File: config.mk
export PLATFORM = sky130hd
export DESIGN_NAME = slim_freeze_ctrl_flat
export DESIGN_NICKNAME = d
export VERILOG_FILES = /design/src/rtl/slim_freeze_ctrl_pkg.sv /design/src/rtl/slim_freeze_ctrl_if.sv /design/src/rtl/slim_hit_box.sv /design/src/rtl/slim_freeze_ctrl.sv /design/src/flat_wrapper.sv
export SDC_FILE = /design/constraint.sdc
export NUM_CORES = 1
export LEC_CHECK = 0
export ABC_CLOCK_PERIOD_IN_PS = 1900
export BUFFER_PORTS_ARGS = -buffer_cell sky130_fd_sc_hd__buf_4
export CAP_MARGIN = 20
export CORE_MARGIN = 10
export CORE_UTILIZATION = 35
export CTS_BUF_LIST = sky130_fd_sc_hd__clkbuf_8
export CTS_CLUSTER_SIZE = 12
export DETAILED_ROUTE_END_ITERATION = 10
export PLACE_DENSITY_LB_ADDON = 0.08
export REMOVE_ABC_BUFFERS = 1
export SETUP_SLACK_MARGIN = 0.4
export SYNTH_ARGS = -nofsm -noshare
export SYNTH_HDL_FRONTEND = slang
export SYNTH_SLANG_ARGS = --single-unit
File: constraint.sdc
create_clock -name clk -period 1.9 [get_ports clk]
set_input_delay 0.095 -clock clk [delete_from_list [all_inputs] [get_ports clk]]
set_output_delay 0.095 -clock clk [all_outputs]
set_load 0.02 [all_outputs]
File: src/rtl/slim_freeze_ctrl_pkg.sv
// Shared types and defaults for the slime freeze controller and its hit-box helper.
package slim_freeze_ctrl_pkg;

  localparam int unsigned X_W       = 10;
  localparam int unsigned Y_W       = 9;
  localparam int unsigned IPCNT_W   = 32;
  localparam int unsigned TIMER_W   = 7;
  localparam int unsigned HIT_CNT_W = 8;

  localparam int unsigned SLIM_W_DEF = 34;
  localparam int unsigned SLIM_H_DEF = 33;
  localparam logic [IPCNT_W-1:0] TICK_VAL_DEF = 32'd6_000_000;

  // Longest frozen span the renderer's frozen-frame counter can represent.
  localparam int unsigned FROZEN_SPAN_MAX = 126;

  typedef enum logic [1:0] {
    ST_ACTIVE = 2'd0,
    ST_FROZEN = 2'd1,
    ST_THAW   = 2'd2
  } frz_state_t;

  function automatic logic [HIT_CNT_W-1:0] sat_inc(input logic [HIT_CNT_W-1:0] v);
    return (&v) ? v : v + HIT_CNT_W'(1);
  endfunction

endpackage

File: src/rtl/slim_freeze_ctrl_if.sv
// Projectile impact handshake between the shooter logic and the freeze controller.
interface slim_freeze_ctrl_if;
  import slim_freeze_ctrl_pkg::*;

  logic           shot_valid;
  logic [X_W-1:0] shot_x;
  logic [Y_W-1:0] shot_y;
  logic           shot_ack;
  logic           shot_hit;

  modport master (output shot_valid, shot_x, shot_y, input shot_ack, shot_hit);
  modport slave  (input shot_valid, shot_x, shot_y, output shot_ack, shot_hit);
endinterface

File: src/rtl/slim_hit_box.sv
// Combinational point-in-rectangle test; upper bounds are widened one bit so they never wrap.
module slim_hit_box
  import slim_freeze_ctrl_pkg::*;
#(
  parameter int unsigned BOX_W = SLIM_W_DEF,
  parameter int unsigned BOX_H = SLIM_H_DEF
) (
  input  logic [X_W-1:0] box_x,
  input  logic [Y_W-1:0] box_y,
  input  logic [X_W-1:0] pt_x,
  input  logic [Y_W-1:0] pt_y,
  output logic           hit_c
);

  localparam int unsigned XE_W = X_W + 1;
  localparam int unsigned YE_W = Y_W + 1;

  logic [XE_W-1:0] x_hi;
  logic [YE_W-1:0] y_hi;

  assign x_hi = {1'b0, box_x} + XE_W'(BOX_W - 1);
  assign y_hi = {1'b0, box_y} + YE_W'(BOX_H - 1);

  assign hit_c = (pt_x >= box_x) && ({1'b0, pt_x} <= x_hi) &&
                 (pt_y >= box_y) && ({1'b0, pt_y} <= y_hi);

endmodule

File: src/rtl/slim_freeze_ctrl.sv
// Freezes the slime on a projectile hit, holds it frozen, warns during thaw, then releases it.
module slim_freeze_ctrl
  import slim_freeze_ctrl_pkg::*;
#(
  parameter logic [IPCNT_W-1:0] TICK_VAL     = TICK_VAL_DEF,
  parameter int unsigned        FREEZE_TICKS = 100,
  parameter int unsigned        THAW_TICKS   = 20,
  parameter int unsigned        SLIM_W       = SLIM_W_DEF,
  parameter int unsigned        SLIM_H       = SLIM_H_DEF
) (
  input  logic                 clk,
  input  logic                 rst,
  input  logic [IPCNT_W-1:0]   ipcnt,
  input  logic [X_W-1:0]       x_slim,
  input  logic [Y_W-1:0]       y_slim,
  slim_freeze_ctrl_if.slave    shot,
  output logic                 slim_frozen,
  output logic                 thaw_warn,
  output logic [HIT_CNT_W-1:0] hit_cnt
);

  if (FREEZE_TICKS + THAW_TICKS > FROZEN_SPAN_MAX || FREEZE_TICKS == 0 || THAW_TICKS == 0) begin : g_bad_ticks
    $error("slim_freeze_ctrl: FREEZE_TICKS/THAW_TICKS out of range");
  end

  frz_state_t         state_q, state_d;
  logic [TIMER_W-1:0] timer_q, timer_d;
  logic               shot_ack_q, shot_hit_q;
  logic               take_c, in_box_c, hit_c, tick_c;

  slim_hit_box #(
    .BOX_W (SLIM_W),
    .BOX_H (SLIM_H)
  ) u_hit_box (
    .box_x (x_slim),
    .box_y (y_slim),
    .pt_x  (shot.shot_x),
    .pt_y  (shot.shot_y),
    .hit_c (in_box_c)
  );

  // A held shot_valid is taken every other cycle: the ack cycle blocks resampling.
  assign take_c = shot.shot_valid & ~shot_ack_q;
  assign hit_c  = take_c & in_box_c;
  assign tick_c = (ipcnt == TICK_VAL);

  assign shot.shot_ack = shot_ack_q;
  assign shot.shot_hit = shot_hit_q;

  // Next state: a hit always (re)loads the freeze, otherwise ticks count the timer down.
  always_comb begin
    state_d = state_q;
    timer_d = timer_q;
    if (hit_c) begin
      state_d = ST_FROZEN;
      timer_d = TIMER_W'(FREEZE_TICKS);
    end else if (tick_c) begin
      unique case (state_q)
        ST_FROZEN: begin
          if (timer_q == TIMER_W'(1)) begin
            state_d = ST_THAW;
            timer_d = TIMER_W'(THAW_TICKS);
          end else begin
            timer_d = timer_q - TIMER_W'(1);
          end
        end
        ST_THAW: begin
          if (timer_q == TIMER_W'(1)) begin
            state_d = ST_ACTIVE;
            timer_d = '0;
          end else begin
            timer_d = timer_q - TIMER_W'(1);
          end
        end
        default: begin
          state_d = ST_ACTIVE;
          timer_d = '0;
        end
      endcase
    end
  end

  // State, timer and registered outputs; outputs follow the state being entered.
  always_ff @(posedge clk or posedge rst) begin
    if (rst) begin
      state_q     <= ST_ACTIVE;
      timer_q     <= '0;
      shot_ack_q  <= 1'b0;
      shot_hit_q  <= 1'b0;
      slim_frozen <= 1'b0;
      thaw_warn   <= 1'b0;
      hit_cnt     <= '0;
    end else begin
      state_q     <= state_d;
      timer_q     <= timer_d;
      shot_ack_q  <= take_c;
      shot_hit_q  <= hit_c;
      slim_frozen <= (state_d != ST_ACTIVE);
      thaw_warn   <= (state_d == ST_THAW);
      if (hit_c) begin
        hit_cnt <= sat_inc(hit_cnt);
      end
    end
  end

endmodule
File: src/flat_wrapper.sv
// flat-port wrapper written by rule: the top's interface ports become plain ports
module slim_freeze_ctrl_flat import slim_freeze_ctrl_pkg::*;
#(
  parameter logic [IPCNT_W-1:0] TICK_VAL     = TICK_VAL_DEF,
  parameter int unsigned        FREEZE_TICKS = 100,
  parameter int unsigned        THAW_TICKS   = 20,
  parameter int unsigned        SLIM_W       = SLIM_W_DEF,
  parameter int unsigned        SLIM_H       = SLIM_H_DEF
)
  (clk, rst, ipcnt, x_slim, y_slim, slim_frozen, thaw_warn, hit_cnt, shot_shot_valid, shot_shot_x, shot_shot_y, shot_shot_ack, shot_shot_hit);
  slim_freeze_ctrl_if shot_i ();
  input  logic clk;
  input  logic rst;
  input  logic [IPCNT_W-1:0] ipcnt;
  input  logic [X_W-1:0] x_slim;
  input  logic [Y_W-1:0] y_slim;
  output logic slim_frozen;
  output logic thaw_warn;
  output logic [HIT_CNT_W-1:0] hit_cnt;
  input wire logic [$bits(shot_i.shot_valid)-1:0] shot_shot_valid;
  input wire logic [$bits(shot_i.shot_x)-1:0] shot_shot_x;
  input wire logic [$bits(shot_i.shot_y)-1:0] shot_shot_y;
  output wire logic [$bits(shot_i.shot_ack)-1:0] shot_shot_ack;
  output wire logic [$bits(shot_i.shot_hit)-1:0] shot_shot_hit;
  assign shot_i.shot_valid = shot_shot_valid;
  assign shot_i.shot_x = shot_shot_x;
  assign shot_i.shot_y = shot_shot_y;
  assign shot_shot_ack = shot_i.shot_ack;
  assign shot_shot_hit = shot_i.shot_hit;
  slim_freeze_ctrl #(.TICK_VAL(TICK_VAL), .FREEZE_TICKS(FREEZE_TICKS), .THAW_TICKS(THAW_TICKS), .SLIM_W(SLIM_W), .SLIM_H(SLIM_H)) u_core (.clk(clk), .rst(rst), .ipcnt(ipcnt), .x_slim(x_slim), .y_slim(y_slim), .shot(shot_i), .slim_frozen(slim_frozen), .thaw_warn(thaw_warn), .hit_cnt(hit_cnt));
endmodule
==> flow_metrics.py, run 1 <==
metrics = {
    "sta": {
        "finalCritPeriodShare_pct": 118.4,
        "setup_viol": 20,
        "drv_slew": 0,
        "whs_ns": 0.1267,
        "fin_worst_skew_ns": 0.006536,
        "fin_ws_ns": -0.3496,
        "hold_viol": 0,
        "rsz0062_at_grt": "true",
        "worst_pin_slew_ns": 0.4992,
        "fmax_mhz": 444.5,
        "max-slew-margin-rel_pct": 66.69,
        "period_minus_slack_ns": 2.250,
    },
    "logic_synthesis": {
        "syn_area_sq_mm": 0.002115,
        "synth_xor_area_share_pct": 6.627,
        "synthMostInstantiatedCell": "ha_1",
        "seq_area_frac_synth_pct": 24.85,
        "synth_edf_count": 0,
        "yosysTopAreaCell": "dfrtp_1",
        "synth_warnings": 0,
        "async_flop_share_pct": 100.0,
        "muxShareOfSynthArea_pct": 1.538,
        "yosys_most_used_dff": "dfrtp_1",
        "synth_top_family_by_area": "adder cells",
        "synth.top_cells.by_area": "dfrtp_1, ha_1, inv_1, xnor2_1, nand3_1",
        "synth_top_area_share_pct": 24.85,
        "synth_simple_gate_area_share_pct": 20.71,
        "synth_compound_area_share_pct": 16.69,
        "synth_commonest_cells": "ha_1, inv_1, dfrtp_1",
        "synth_cells": 245,
        "synth_cell_types": 46,
        "yosys.area_share.adder_pct": 23.67,
        "synth_seq_cells": 21,
        "avgSynthCellArea_sq_um": 8.631,
    },
    "floorplan": {
        "row_count": 28,
        "fp.dieH_microns": 97.73,
        "start_util_pct": 35.93,
        "die_w_microns": 97.73,
        "core_area_sq_mm": 0.005886,
        "top_level_ports": 85,
        "fp.dieArea_sq_mm": 0.009550,
    },
    "worst_setup_path": {
        "end_kind": "flop",
        "crit_fanout": 7,
        "crit_type": "in2reg",
        "cpMostUsedCell": "buf_6",
        "critPathArrivalTime_ns": 2.40,
        "crit_required_ns": 2.05,
        "crit_slowest_cell": "ha_1",
        "crit_chain": "buf_12, inv_6, nor3_4, nand3_2, xnor2_2, ha_1, a21o_1, a211oi_2, o21ai_1, o211ai_1, nand4_1, buf_6, buf_6, buf_4, clkinvlp_4, a21oi_1",
        "slowest_delay_ns": 0.29,
        "start_kind": "primary input",
    },
    "finish": {
        "multi_input_area_sq_mm": 0.001650,
        "drive_gt1_share_pct": 44.83,
        "layout.area.seq_sq_um": 525.5,
        "syn2layout_area_growth_pct": 63.43,
        "fillCellCount": 545,
        "diodes": 0,
        "fin_nets": 491,
    },
    "power": {
        "power_leakage_nw": 1.756,
        "p_int_w": 0.001132,
        "swShare_pct": 35.20,
        "p_per_area_mw_per_mm2": 505.4,
        "p_clk_share_pct": 16.7,
        "seqPwrFrac_pct": 32.8,
        "vdd.ir_drop.worst_v": 0.0007908,
        "combinationalPowerShare_pct": 50.5,
        "netSwitchingPower_w": 0.0006148,
    },
    "clocking": {
        "cts_buffer_depth": 2,
        "cts-root-buf": "clkbuf_8",
        "clk_pin_slew_ns": 0.08,
        "clk_latency_ns": 0.26,
        "cts_buffers": 3,
        "h-tree-depth": 1,
        "clock-sinks": 21,
        "cts_tree": "built",
    },
    "global_routing": {
        "grt_usage_pct": 12.65,
        "grt_first_pass_wirelength_mm": 10.63,
        "grt.overflow.total": 0,
        "antenna_found_initial": 0,
        "grt_pass1_vias": 2398,
        "grt_start_max_net_pins": 22,
    },
    "outcome": {
        "failed_checks": "setup timing",
        "status": "finished with violations",
    },
    "flow_run": {
        "drv_cap": 0,
    },
    "placement": {
        "dp_hpwl_mm": 5.206,
        "port_buffers": 84,
        "gp_congestion": 0.8035,
        "dp_slack_ns": -0.7954,
    },
    "min_path": {
        "hold_path_class": "in2reg",
    },
    "route": {
        "wl_mm": 6.270,
        "viasPerCell": 4.951,
        "wl_per_cell_microns": 13.87,
        "num_vias": 2238,
        "ant_nets": 0,
        "drc": 0,
        "drt-pass1-iter-count": 4,
        "drt_iter0_drc": 38,
    },
}
state kept, by name, summed over array words and instances, names as in the netlist:
| signal | count |
|---|---|
| u_core.timer_q | 7 |
| u_core.state_q | 2 |
| u_core.shot.shot_hit | 1 |
| u_core.hit_cnt | 8 |
| u_core.slim_frozen | 1 |
| u_core.thaw_warn | 1 |
| u_core.shot.shot_ack | 1 |
area by class of cell:
| class | count | area share, % |
|---|---|---|
| Tap cell | 75 | 2.715 |
| Clock buffer | 3 | 1.195 |
| Inverter | 31 | 3.693 |
| Clock inverter | 1 | 0.2172 |
| Sequential cell | 21 | 15.21 |
| Multi-Input combinational cell | 191 | 47.76 |
| Timing Repair Buffer | 130 | 29.22 |
final timing paths:
kind                                                start                              to  slack [ns]  cells past startpoint
max                                             x_slim[1]   u_core.timer_q[3]$_DFFE_PP0P_       -0.35                     16
min                                       shot_shot_valid  u_core.shot.shot_ack$_DFF_PP0_        0.13                      2
max reg2reg                   u_core.state_q[0]$_DFF_PP0_   u_core.timer_q[3]$_DFFE_PP0P_        0.19                      6
min reg2reg                u_core.shot.shot_ack$_DFF_PP0_  u_core.shot.shot_ack$_DFF_PP0_        0.46                      1
max in group asynchronous                             rst   u_core.hit_cnt[7]$_DFFE_PP0P_        1.24                      4
min in group asynchronous                             rst   u_core.timer_q[4]$_DFFE_PP0P_        0.44                      4
metal layers:
metal  GRT usage, %  vias to the layer above  part of all wire (%)
met4          1.342                        0                  0.22
met3          2.703                        2                   3.1
met2          22.64                       42                    51
li1               -                     1165                     -
met1          15.53                     1029                    46
met5              0                        -                     0
power groups by stage:
| stage | Clock (W) | Sequential [W] | Combinational, W |
|---|---|---|---|
| after floorplan | 0 | 0.000615 | 0.000392 |
| after global placement | 0 | 0.000581 | 0.000804 |
| after detailed placement | 0 | 0.000580 | 0.000809 |
| after CTS | 0.000311 | 0.000571 | 0.000868 |
| after global routing | 0.000330 | 0.000582 | 0.000995 |
| final | 0.000292 | 0.000573 | 0.000882 |
cell families after synthesis:
kind of cell | count (synthesis)
AO/OA/AOI/OAI | 54
XOR/XNOR | 16
buffers and inverters | 33
flip-flops | 21
adder cells (fa/ha/maj) | 40
multiplexers | 3
AND/OR/NAND/NOR | 78
layout by cell type (no fill, tap or decap), types with 6 or more instances in the layout:
master / n
a21oi_1: 11
buf_4: 123
dfrtp_1: 21
ha_1: 38
inv_1: 27
nand2_1: 11
nand3_1: 12
nor2_1: 9
o211ai_1: 7
o21ai_0: 7
xnor2_1: 8
xor2_1: 6
worst max-delay path: cells and delay by family:
family / cells / cell delay [ns]
AOI/OAI and AO/OA: 5 / 0.74
xor gates and xnor gates: 1 / 0.15
adders and majority gates: 1 / 0.29
buffers and inverters: 6 / 0.69
and+or+nand+nor: 3 / 0.43
per-stage QoR:
step / util, % / setup TNS [ns] / cells / power [W] / cell area [sq um]
finish: 58.72 / -5.386 / 452 / 0.001747 / 3456
global route: 58.72 / -7.841 / 452 / 0.001907 / 3456
CTS: 57.25 / -4.060 / 451 / 0.001750 / 3369
detailed placement: 52.81 / -12.42 / 439 / 0.001389 / 3108
global placement: 52.81 / -11.14 / 439 / 0.001384 / 3108
floorplan: - / -7.270 / 243 / 0.001007 / 2106
timing repair:
item	CTS	global route
hold buffers	1	0
endpoints found under the hold margin	21	0
pin swaps	24	12
setup endpoints to repair	20	20
buffers inserted	7	1
gates resized for setup	35	18
Note: power is estimated with default switching activity, not from simulation.
==> inputs of run 2 (changes only) <==
--- a/config.mk
+++ b/config.mk
@@ -5,7 +5,7 @@
 export SDC_FILE = /design/constraint.sdc
 export NUM_CORES = 1
 export LEC_CHECK = 0
-export ABC_CLOCK_PERIOD_IN_PS = 1900
+export ABC_CLOCK_PERIOD_IN_PS = 2800
 export BUFFER_PORTS_ARGS = -buffer_cell sky130_fd_sc_hd__buf_4
 export CAP_MARGIN = 20
 export CORE_MARGIN = 10
==> constraint.sdc (replaced) <==
create_clock -name clk -period 2.8 [get_ports clk]
set_input_delay 0.14 -clock clk [delete_from_list [all_inputs] [get_ports clk]]
set_output_delay 0.14 -clock clk [all_outputs]
set_load 0.02 [all_outputs]
==> run 2 against run 1 <==
Against the previous run: the flow now finishes without violations; routed wire length decreased by 6.7%; setup slack improved by 0.83 ns; design area decreased by 12%; sequential share of layout area increased by 2.0 points; flip-flop and latch count unchanged; worst hold slack got worse by 0.10 ns; first-iteration DRC count increased by 76%; total power decreased by 37%; clock power decreased by 32%; sequential power decreased by 32%.
==> flow_metrics.py, run 2 (synthesized netlist as in run 1, its figures left out) <==
metrics = {
    "placement": {
        "dp_hpwl_mm": 4.890,
        "dp_cells": 405,
        "gp_congestion": 0.8037,
        "port_buffers": 84,
    },
    "route": {
        "drc": 0,
        "wl_mm": 5.853,
        "wl_per_cell_microns": 14.14,
        "num_vias": 2113,
        "drt_iter0_drc": 67,
        "viasPerCell": 5.104,
        "ant_nets": 0,
        "drt-pass1-iter-count": 4,
    },
    "sta": {
        "fin_worst_skew_ns": 0.006318,
        "rsz0062_at_grt": "true",
        "period_minus_slack_ns": 2.319,
        "fmax_mhz": 431.2,
        "drv_slew": 0,
        "max-slew-margin-rel_pct": 47.05,
        "hold_viol": 0,
        "finalSetupTns_ns": 0,
        "finalCritPeriodShare_pct": 82.82,
        "setup_viol": 0,
        "worst_pin_slew_ns": 0.7934,
    },
    "finish": {
        "final_cell_mix": "buf_4, ha_1, inv_1",
        "drive_gt1_share_pct": 35.10,
        "diodes": 0,
        "fillCellCount": 583,
        "regMostFlops": "u_core.hit_cnt",
        "reg.largest.list": "u_core.hit_cnt: 8 flops, u_core.timer_q: 7 flops, u_core.state_q: 2 flops",
        "largest_reg_flops": 8,
        "layout_commonest_cell": "buf_4",
        "fin_nets": 453,
        "syn2layout_area_growth_pct": 44.20,
        "fin_cells": 414,
    },
    "worst_setup_path": {
        "crit_slowest_cell": "ha_1",
        "critPathArrivalTime_ns": 2.47,
        "crit_required_ns": 2.95,
        "slowest_delay_ns": 0.31,
        "start_kind": "primary input",
        "crit_fanout": 5,
        "crit_chain": "buf_8, inv_4, nor3_2, nand3_1, xnor2_1, ha_1, a21o_1, a211oi_2, o21ai_1, o211ai_1, nand4_1, buf_6, nor3_4, mux2_4",
        "crit_type": "in2reg",
        "end_kind": "flop",
    },
    "min_path": {
        "hold_path_class": "in2async",
    },
    "global_routing": {
        "grt_pass1_vias": 2089,
        "grt_usage_pct": 11.36,
        "grt.overflow.total": 0,
        "grt_first_pass_wirelength_mm": 9.487,
        "antenna_found_initial": 0,
        "grt_start_max_net_pins": 22,
    },
    "clocking": {
        "clock-sinks": 21,
        "cts_tree": "built",
        "h-tree-depth": 1,
        "cts-root-buf": "clkbuf_8",
        "clk_latency_ns": 0.26,
        "cts_buffers": 3,
        "clk_pin_slew_ns": 0.08,
        "cts_buffer_depth": 2,
    },
    "power": {
        "power_leakage_nw": 1.534,
        "vdd.ir_drop.worst_v": 0.0005042,
        "p_per_area_mw_per_mm2": 361.1,
    },
    "floorplan": {
        "top_level_ports": 85,
        "start_util_pct": 35.93,
        "die_w_microns": 97.73,
        "row_count": 28,
        "fp.dieH_microns": 97.73,
        "fp.dieArea_sq_mm": 0.009550,
        "core_area_sq_mm": 0.005886,
    },
    "flow_run": {
        "drv_cap": 0,
    },
    "outcome": {
        "status": "finished, final reports clean",
    },
}
-- run 2: final cells by class --
class                   instances  area (sq um)  share of cell area, %
multi-input cells             191          1562                  51.21
repair buffers                 92         699.4                  22.94
flip-flops and latches         21         525.5                  17.23
inverters                      31         122.6                  4.021
well taps                      75         93.84                  3.078
clock buffers                   3         41.29                  1.354
clock inverters                 1         5.005                 0.1641
-- run 2: metal layers --
| layer | routed length, microns | track usage [%] | share of wire (%) | vias up |
|---|---|---|---|---|
| met5 | 0 | 0 | 0 | - |
| met4 | 22 | 1.342 | 0.38 | 0 |
| met3 | 342 | 3.841 | 5.8 | 4 |
| met2 | 2873 | 18.70 | 49 | 50 |
| met1 | 2614 | 14.40 | 45 | 974 |
| li1 | - | - | - | 1085 |
-- run 2: repair_timing --
action | in CTS | in global routing
buffers inserted | 1 | 3
setup endpoints to repair | 3 | 7
gates resized for setup | 6 | 23
cloned | 0 | 1
endpoints found under the hold margin | 0 | 0
pin swaps | 2 | 15
hold buffers | 0 | 0
-- run 2: report_power, final --
| part | internal (W) | switching [W] |
|---|---|---|
| sequential | 0.000349 | 0.0000392 |
| clock | 0.0000992 | 0.0000986 |
| combinational | 0.000257 | 0.000259 |
| total | 0.000705 | 0.000396 |
-- run 2: worst max-delay path, delay by kind of cell --
family | cells | cell delay, ns
AO/OA/AOI/OAI | 4 | 0.67
AND/OR/NAND/NOR | 4 | 0.58
buffers and inverters | 3 | 0.31
adder cells (fa/ha/maj) | 1 | 0.31
multiplexers | 1 | 0.31
XOR/XNOR | 1 | 0.15
-- run 2: path summary, 6_finish.rpt --
| check | to | slack [ns] | cells after the start | start |
|---|---|---|---|---|
| worst max register to register | u_core.timer_q[3]$_DFFE_PP0P_ | 0.94 | 6 | u_core.state_q[0]$_DFF_PP0_ |
| worst min-delay path | u_core.shot.shot_ack$_DFF_PP0_ | 0.03 | 2 | rst |
| min in group clk | u_core.shot.shot_ack$_DFF_PP0_ | 0.15 | 2 | shot_shot_valid |
| worst min register to register | u_core.shot.shot_ack$_DFF_PP0_ | 0.45 | 1 | u_core.shot.shot_ack$_DFF_PP0_ |
| worst max-delay path | u_core.hit_cnt[6]$_DFFE_PP0P_ | 0.48 | 14 | x_slim[1] |
| max in group asynchronous | u_core.slim_frozen$_DFF_PP0_ | 2.28 | 2 | rst |
-- run 2: metrics by stage --
step	utilization (%)	hold WS, ns	setup WS (ns)	area (sq um)	power, W
floorplan	-	0.1165	0.1885	2106	0.0006834
global placement	48.47	0.3591	0.05085	2853	0.0008837
detailed placement	48.47	0.3468	0.03356	2853	0.0008855
CTS	49.72	0.05532	0.4002	2927	0.001094
global route	51.81	0.09513	0.3025	3049	0.001203
finish	51.81	0.02582	0.4811	3049	0.001101
